<file path="config.mk">
export PLATFORM = sky130hd
export DESIGN_NAME = vl_stim_gen_flat
export DESIGN_NICKNAME = d
export VERILOG_FILES = /design/src/rtl/vl_stim_pkg.sv /design/src/rtl/vl_stim_gen_if.sv /design/src/rtl/vl_stim_lfsr.sv /design/src/rtl/vl_stim_gen.sv /design/src/flat_wrapper.sv
export SDC_FILE = /design/constraint.sdc
export NUM_CORES = 1
export LEC_CHECK = 0
export CAP_MARGIN = 10
export CORE_AREA = 10 10 108 110
export CTS_CLUSTER_DIAMETER = 40
export DETAILED_ROUTE_END_ITERATION = 16
export DIE_AREA = 0 0 118 120
export DONT_BUFFER_PORTS = 1
export GPL_TIMING_DRIVEN = 0
export SYNTH_ARGS = -nofsm -noshare
export SYNTH_HDL_FRONTEND = slang
export SYNTH_SLANG_ARGS = --single-unit
</file>
<file path="constraint.sdc">
create_clock -name clk -period 7.1 [get_ports clk]
set_clock_uncertainty 0.05 [all_clocks]
set_input_delay 2.13 -clock clk [delete_from_list [all_inputs] [get_ports clk]]
set_output_delay 2.13 -clock clk [all_outputs]
set_load 0.01 [all_outputs]
</file>
<file path="src/rtl/vl_stim_pkg.sv">
// Shared constants, value codes and FSM encoding for the seeded stimulus generator.
package vl_stim_pkg;

  localparam logic [31:0] LFSR_TAPS = 32'h8020_0003;
  localparam int          WIDTH_MAX = 15;

  typedef enum logic [1:0] {
    V0 = 2'b00,
    V1 = 2'b01,
    VX = 2'b10,
    VZ = 2'b11
  } vcode_e;

  typedef enum logic [1:0] {
    ST_IDLE = 2'd0,
    ST_RUN  = 2'd1,
    ST_DONE = 2'd2
  } fsm_e;

  // A zero seed would lock the LFSR at zero forever.
  function automatic logic [31:0] seed_fix(input logic [31:0] s);
    return (s == 32'h0) ? 32'h1 : s;
  endfunction

  function automatic logic [31:0] lfsr_next(input logic [31:0] s);
    return s[0] ? ((s >> 1) ^ LFSR_TAPS) : (s >> 1);
  endfunction

endpackage

</file>
<file path="src/rtl/vl_stim_gen_if.sv">
// Control/status and stimulus bundle between vl_stim_gen and its consumers.
interface vl_stim_gen_if #(
  parameter int WIDTH = 4
);
  logic             start;
  logic [15:0]      nsteps;
  logic             busy;
  logic             done;
  logic [15:0]      step_cnt;
  logic [WIDTH-1:0] d_val;
  logic [WIDTH-1:0] d_xz;
  logic             dut_clk;

  modport master (
    input  start, nsteps,
    output busy, done, step_cnt, d_val, d_xz, dut_clk
  );

  modport slave (
    output start, nsteps,
    input  busy, done, step_cnt, d_val, d_xz, dut_clk
  );
endinterface

</file>
<file path="src/rtl/vl_stim_lfsr.sv">
// 32-bit Galois LFSR with enable and synchronous seed load.
// Latency: new state visible one clk after an enabled edge; no backpressure.
// Backpressure: none; holds state while en is low.
module vl_stim_lfsr
  import vl_stim_pkg::*;
#(
  parameter logic [31:0] SEED = 32'h1
) (
  input  logic        clk,
  input  logic        load,
  input  logic        en,
  output logic [31:0] state
);

  always_ff @(posedge clk) begin
    if (load) begin
      state <= seed_fix(SEED);
    end else if (en) begin
      state <= lfsr_next(state);
    end
  end

endmodule

</file>
<file path="src/rtl/vl_stim_gen.sv">
// Seeded stimulus source: WIDTH-bit data planes plus a DUT clock that never toggles with data.
// Latency: data after start edge +1, dut_clk after +2; busy for nsteps*PERIOD clk. Build option VL_STIM_FOURVAL_EN.
// Backpressure: none; start is ignored unless idle.
module vl_stim_gen
  import vl_stim_pkg::*;
#(
  parameter int          WIDTH  = 4,
  parameter int          PERIOD = 3,
  parameter logic [31:0] SEED   = 32'h1
) (
  input  logic           clk,
  input  logic           rst_n,
  vl_stim_gen_if.master  bus
);

  localparam logic [1:0] IDLE = ST_IDLE;
  localparam logic [1:0] RUN  = ST_RUN;
  localparam logic [1:0] DONE = ST_DONE;
  localparam int         PW   = $clog2(PERIOD);
  localparam logic [PW-1:0] PH_LAST = PW'(PERIOD - 1);

  if (WIDTH < 1 || WIDTH > WIDTH_MAX || PERIOD < 3) begin : g_bad_param
    $error("vl_stim_gen: WIDTH must be 1..15 and PERIOD at least 3");
  end

  logic [1:0]       state;
  logic [PW-1:0]    phase;
  logic [15:0]      nsteps_q;
  logic [15:0]      step_cnt;
  logic [15:0]      step_nxt;
  logic             busy;
  logic             t_bit;
  logic             dut_clk;
  logic [WIDTH-1:0] d_val;
  logic [WIDTH-1:0] d_xz;
  logic [WIDTH-1:0] nxt_val;
  logic [WIDTH-1:0] nxt_xz;
  logic [31:0]      lfsr;
  logic             unused_lfsr;

  vl_stim_lfsr #(.SEED(SEED)) u_lfsr (
    .clk   (clk),
    .load  (!rst_n),
    .en    (busy),
    .state (lfsr)
  );

  // Bit i draws its two-bit code from lfsr[2i+2:2i+1]; lfsr[0] is kept for dut_clk.
  for (genvar i = 0; i < WIDTH; i++) begin : g_bit
`ifdef VL_STIM_FOURVAL_EN
    vcode_e code;
    assign code       = vcode_e'(lfsr[2*i+1 +: 2]);
    assign nxt_val[i] = (code == V1) || (code == VZ);
    assign nxt_xz[i]  = (code == VX) || (code == VZ);
`else
    assign nxt_val[i] = lfsr[2*i+1];
    assign nxt_xz[i]  = 1'b0;
`endif
  end

  assign unused_lfsr = ^lfsr;
  assign step_nxt    = step_cnt + 16'd1;

  always_ff @(posedge clk) begin
    if (!rst_n) begin
      state    <= IDLE;
      phase    <= '0;
      nsteps_q <= '0;
      step_cnt <= '0;
      busy     <= 1'b0;
      t_bit    <= 1'b0;
      dut_clk  <= 1'b0;
      d_val    <= '0;
      d_xz     <= '0;
    end else begin
      case (state)
        IDLE: begin
          if (bus.start) begin
            nsteps_q <= bus.nsteps;
            step_cnt <= '0;
            phase    <= '0;
            if (bus.nsteps == 16'd0) begin
              state <= DONE;
            end else begin
              state <= RUN;
              busy  <= 1'b1;
            end
          end
        end
        RUN: begin
          if (phase == '0) begin
            d_val <= nxt_val;
            d_xz  <= nxt_xz;
            t_bit <= lfsr[0];
          end
          if (phase == PW'(1)) begin
            dut_clk <= t_bit;
          end
          if (phase == PH_LAST) begin
            step_cnt <= step_nxt;
            // Ending on equality lets nsteps=65535 finish without wrapping.
            if (step_nxt == nsteps_q) begin
              busy  <= 1'b0;
              state <= DONE;
            end else begin
              phase <= '0;
            end
          end else begin
            phase <= phase + PW'(1);
          end
        end
        DONE: begin
          state <= IDLE;
        end
        default: begin
          state <= IDLE;
        end
      endcase
    end
  end

  assign bus.busy     = busy;
  assign bus.done     = (state == DONE);
  assign bus.step_cnt = step_cnt;
  assign bus.d_val    = d_val;
  assign bus.d_xz     = d_xz;
  assign bus.dut_clk  = dut_clk;

endmodule
</file>
<file path="src/flat_wrapper.sv">
// flat-port wrapper written by rule: the top's interface ports become plain ports
module vl_stim_gen_flat import vl_stim_pkg::*;
#(
  parameter int          WIDTH  = 4,
  parameter int          PERIOD = 3,
  parameter logic [31:0] SEED   = 32'h1
)
  (clk, rst_n, bus_start, bus_nsteps, bus_busy, bus_done, bus_step_cnt, bus_d_val, bus_d_xz, bus_dut_clk);
  vl_stim_gen_if #(.WIDTH(WIDTH)) bus_i ();
  input  logic clk;
  input  logic rst_n;
  input wire logic [$bits(bus_i.start)-1:0] bus_start;
  input wire logic [$bits(bus_i.nsteps)-1:0] bus_nsteps;
  output wire logic [$bits(bus_i.busy)-1:0] bus_busy;
  output wire logic [$bits(bus_i.done)-1:0] bus_done;
  output wire logic [$bits(bus_i.step_cnt)-1:0] bus_step_cnt;
  output wire logic [$bits(bus_i.d_val)-1:0] bus_d_val;
  output wire logic [$bits(bus_i.d_xz)-1:0] bus_d_xz;
  output wire logic [$bits(bus_i.dut_clk)-1:0] bus_dut_clk;
  assign bus_i.start = bus_start;
  assign bus_i.nsteps = bus_nsteps;
  assign bus_busy = bus_i.busy;
  assign bus_done = bus_i.done;
  assign bus_step_cnt = bus_i.step_cnt;
  assign bus_d_val = bus_i.d_val;
  assign bus_d_xz = bus_i.d_xz;
  assign bus_dut_clk = bus_i.dut_clk;
  vl_stim_gen #(.WIDTH(WIDTH), .PERIOD(PERIOD), .SEED(SEED)) u_core (.clk(clk), .rst_n(rst_n), .bus(bus_i));
endmodule
</file>
==> flow_metrics.py <==
metrics = {
    "clock_network": {
        "tritoncts": "built",
        "cts.repair.resized": 0,
        "clockBufferDepth": 2,
        "cts_setup_buffers": 0,
        "clk_pin_slew_ns": 0.09,
        "cts-root-buf": "clkbuf_8",
        "h-tree-depth": 3,
        "clk_latency_ns": 0.36,
        "cts.sinks": 75,
        "ctsHoldBuffers": 0,
        "cts_buffers": 9,
    },
    "logic_synthesis": {
        "ys_seq_area_frac": 0.400,
        "syn_inst": 424,
        "ys.flop_type": "dfxtp_1",
        "synth_edf_count": 0,
        "synth-seq-cells": 75,
        "yosys-top-cells-area": "dfxtp_1 40%, mux2i_1 9.3%, nor2b_1 7.7%",
        "yosysTopAreaCellShare": 0.400,
        "synth.distinct_cells": 56,
        "ys_warn_count": 0,
        "synth_area_sq_um": 3760,
        "synth_top_area_cell": "dfxtp_1",
        "synthArstFlopShare": 0,
        "avgSynthCellArea_sq_um": 8.86,
    },
    "routing": {
        "finalWirelength_mm": 9.10,
        "first_pass_iters": 4,
        "drt-initial-drc-count": 137,
        "wl_per_cell_um": 15.8,
        "drc": 0,
        "vias": 2949,
        "via_per_inst": 5.12,
        "ant_nets": 0,
    },
    "setup_path": {
        "cp-start-kind": "flop",
        "path_class": "flop to output port",
        "crit_chain": "nor2b_1",
        "endpoint_kind": "output port",
        "crit_slowest_cell": "dfxtp_1",
        "required_ns": 4.92,
        "critPathBufInv": 0,
        "path_delay_family": "flip-flops",
        "arrival_ns": 1.07,
        "crit_path_max_incr_delay_ns": 0.38,
        "path_max_fanout": 5,
    },
    "pwr": {
        "power_frac_comb": 0.093,
        "switching_power_w": 0.000245,
        "switching_share": 0.277,
        "p_clk_frac": 0.408,
        "p_total_w": 0.000886,
        "power_density_nw_per_um2": 213,
        "p_seq_frac": 0.500,
        "leakage_nw": 1.52,
        "p_int_w": 0.000641,
        "peakVddDrop_uv": 98.1,
    },
    "floorplan": {
        "num_rows": 36,
        "die_width_um": 118,
        "start_util": 0.393,
        "coreArea_sq_um": 9550,
        "die-area_sq_um": 14200,
        "io_pins": 46,
        "die_y_um": 120,
    },
    "timing": {
        "finalSetupViolations": 0,
        "period_share": 0.458,
        "setup_ws_ns": 3.85,
        "slew_headroom": 0.181,
        "grt_setup_unrepaired": "false",
        "fmax_mhz": 307,
        "slew_violations": 0,
        "period_minus_slack_ns": 3.25,
        "tightest_slew_ns": 1.22,
        "finalHoldViolations": 0,
        "tns_ns": 0,
    },
    "cells_and_area": {
        "fill_cells": 987,
        "postLayoutCoreUtil": 0.435,
        "drive_gt1_frac": 0.0880,
        "fin_nets": 458,
        "antenna_cells": 0,
        "syn2layout_area_growth_pct": 10.6,
        "layout_commonest_cell": "dfxtp_1",
        "final_cell_mix": "75 x dfxtp_1, 54 x nand2_1, 46 x nor2b_1",
    },
    "placed_design": {
        "gp_congestion": 0.903,
        "hpwl_mm": 6.82,
        "numPortBuffers": 0,
        "pre_cts_slack_ns": 3.55,
    },
    "global_routing": {
        "gr-total-overflow": 0,
        "grt_pass1_vias": 2916,
        "grt_use_met3": 0.0478,
        "grt_util_all_layers": 0.133,
        "grt-busiest-layer": "met2",
        "met1_usage": 0.165,
        "antenna_found_initial": 0,
        "grt_pass1_wl_mm": 15.2,
        "use_met2": 0.205,
        "grt_max_degree": 17,
    },
    "min_path": {
        "hp-class": "flop to flop",
    },
    "flow_run": {
        "drv_cap": 0,
    },
    "run_status": {
        "outcome": "complete, no violations",
    },
}
cell usage after synthesis (2+ instances only):
cell,instances
dfxtp_1,75
nand2_1,54
nor2b_1,46
mux2i_1,35
a21boi_0,20
clkbuf_1,20
o21ai_0,18
a21oi_1,17
nor2_1,15
xnor2_1,11
xor2_1,8
buf_2,7
nor3_1,7
and2_1,6
buf_4,6
and3_1,5
nand4_1,5
nor4_1,5
nand3_1,4
o211ai_1,4
or3_1,4
a31oi_1,3
and3b_1,3
and4_1,3
inv_1,3
nand2b_1,3
o211a_1,3
a22oi_1,2
nand4_4,2
o21bai_1,2
or2_2,2
or4_1,2
through the flow:
stage / cells / cell area, sq um / hold slack (ns)
after floorplan: 427 / 3770 / 0.397
after global placement: 560 / 3940 / 0.418
after detailed placement: 560 / 3940 / 0.426
after CTS: 576 / 4150 / 0.437
after global routing: 576 / 4150 / 0.455
final: 576 / 4150 / 0.431
power groups by stage:
stage | Sequential [W] | Combinational [W] | Clock [W]
after detailed placement | 0.000453 | 0.0000818 | 0
after global placement | 0.000452 | 0.0000807 | 0
after CTS | 0.000443 | 0.0000822 | 0.000371
after global routing | 0.000444 | 0.0000925 | 0.000388
after floorplan | 0.000449 | 0.0000654 | 0
final | 0.000443 | 0.0000823 | 0.000361
final timing paths:
kind,to,start,slack (ns),depth (start not counted)
hold reg to reg,u_core.nsteps_q[2],u_core.nsteps_q[2],0.43,2
setup / recovery,bus_done,u_core.state[1],3.85,1
setup reg to reg,u_core.state[1],u_core.bus.step_cnt[0],4.39,7
hold / removal,u_core.nsteps_q[2],u_core.nsteps_q[2],0.43,2
routing by layer:
metal	share of wire	wire, um
met4	0.017	157
met2	0.44	3990
met1	0.46	4220
met5	0	0
met3	0.080	728
final cells by class:
type,instances,area (sq um),area share
flip-flops and latches,75,1500,0.361
multi-input cells,316,2100,0.506
clock inverters,7,95.1,0.0229
clock buffers,9,124,0.0298
plain buffers,33,155,0.0373
well taps,133,166,0.0401
inverters,3,11.3,0.00271
registers in the layout, indices dropped and copies added, names as in the netlist:
name	flops
u_core.state	2
u_core.t_bit	1
u_core.bus.step_cnt	16
u_core.bus.dut_clk	1
u_core.nsteps_q	16
u_core.u_lfsr.state	32
u_core.bus.busy	1
u_core.bus.d_val	4
u_core.phase	2
kinds of logic after synthesis:
logic type               Yosys count  synth area share
other                              1          0.000998
flip-flops                        75             0.400
buffers and inverters             36            0.0443
XOR/XNOR                          19            0.0443
AND/OR/NAND/NOR                  175             0.266
AO/OA/AOI/OAI                     82             0.148
multiplexers                      35            0.0932
adder cells (fa/ha/maj)            1           0.00333
No activity file was read; power rests on OpenSTA's default activity.
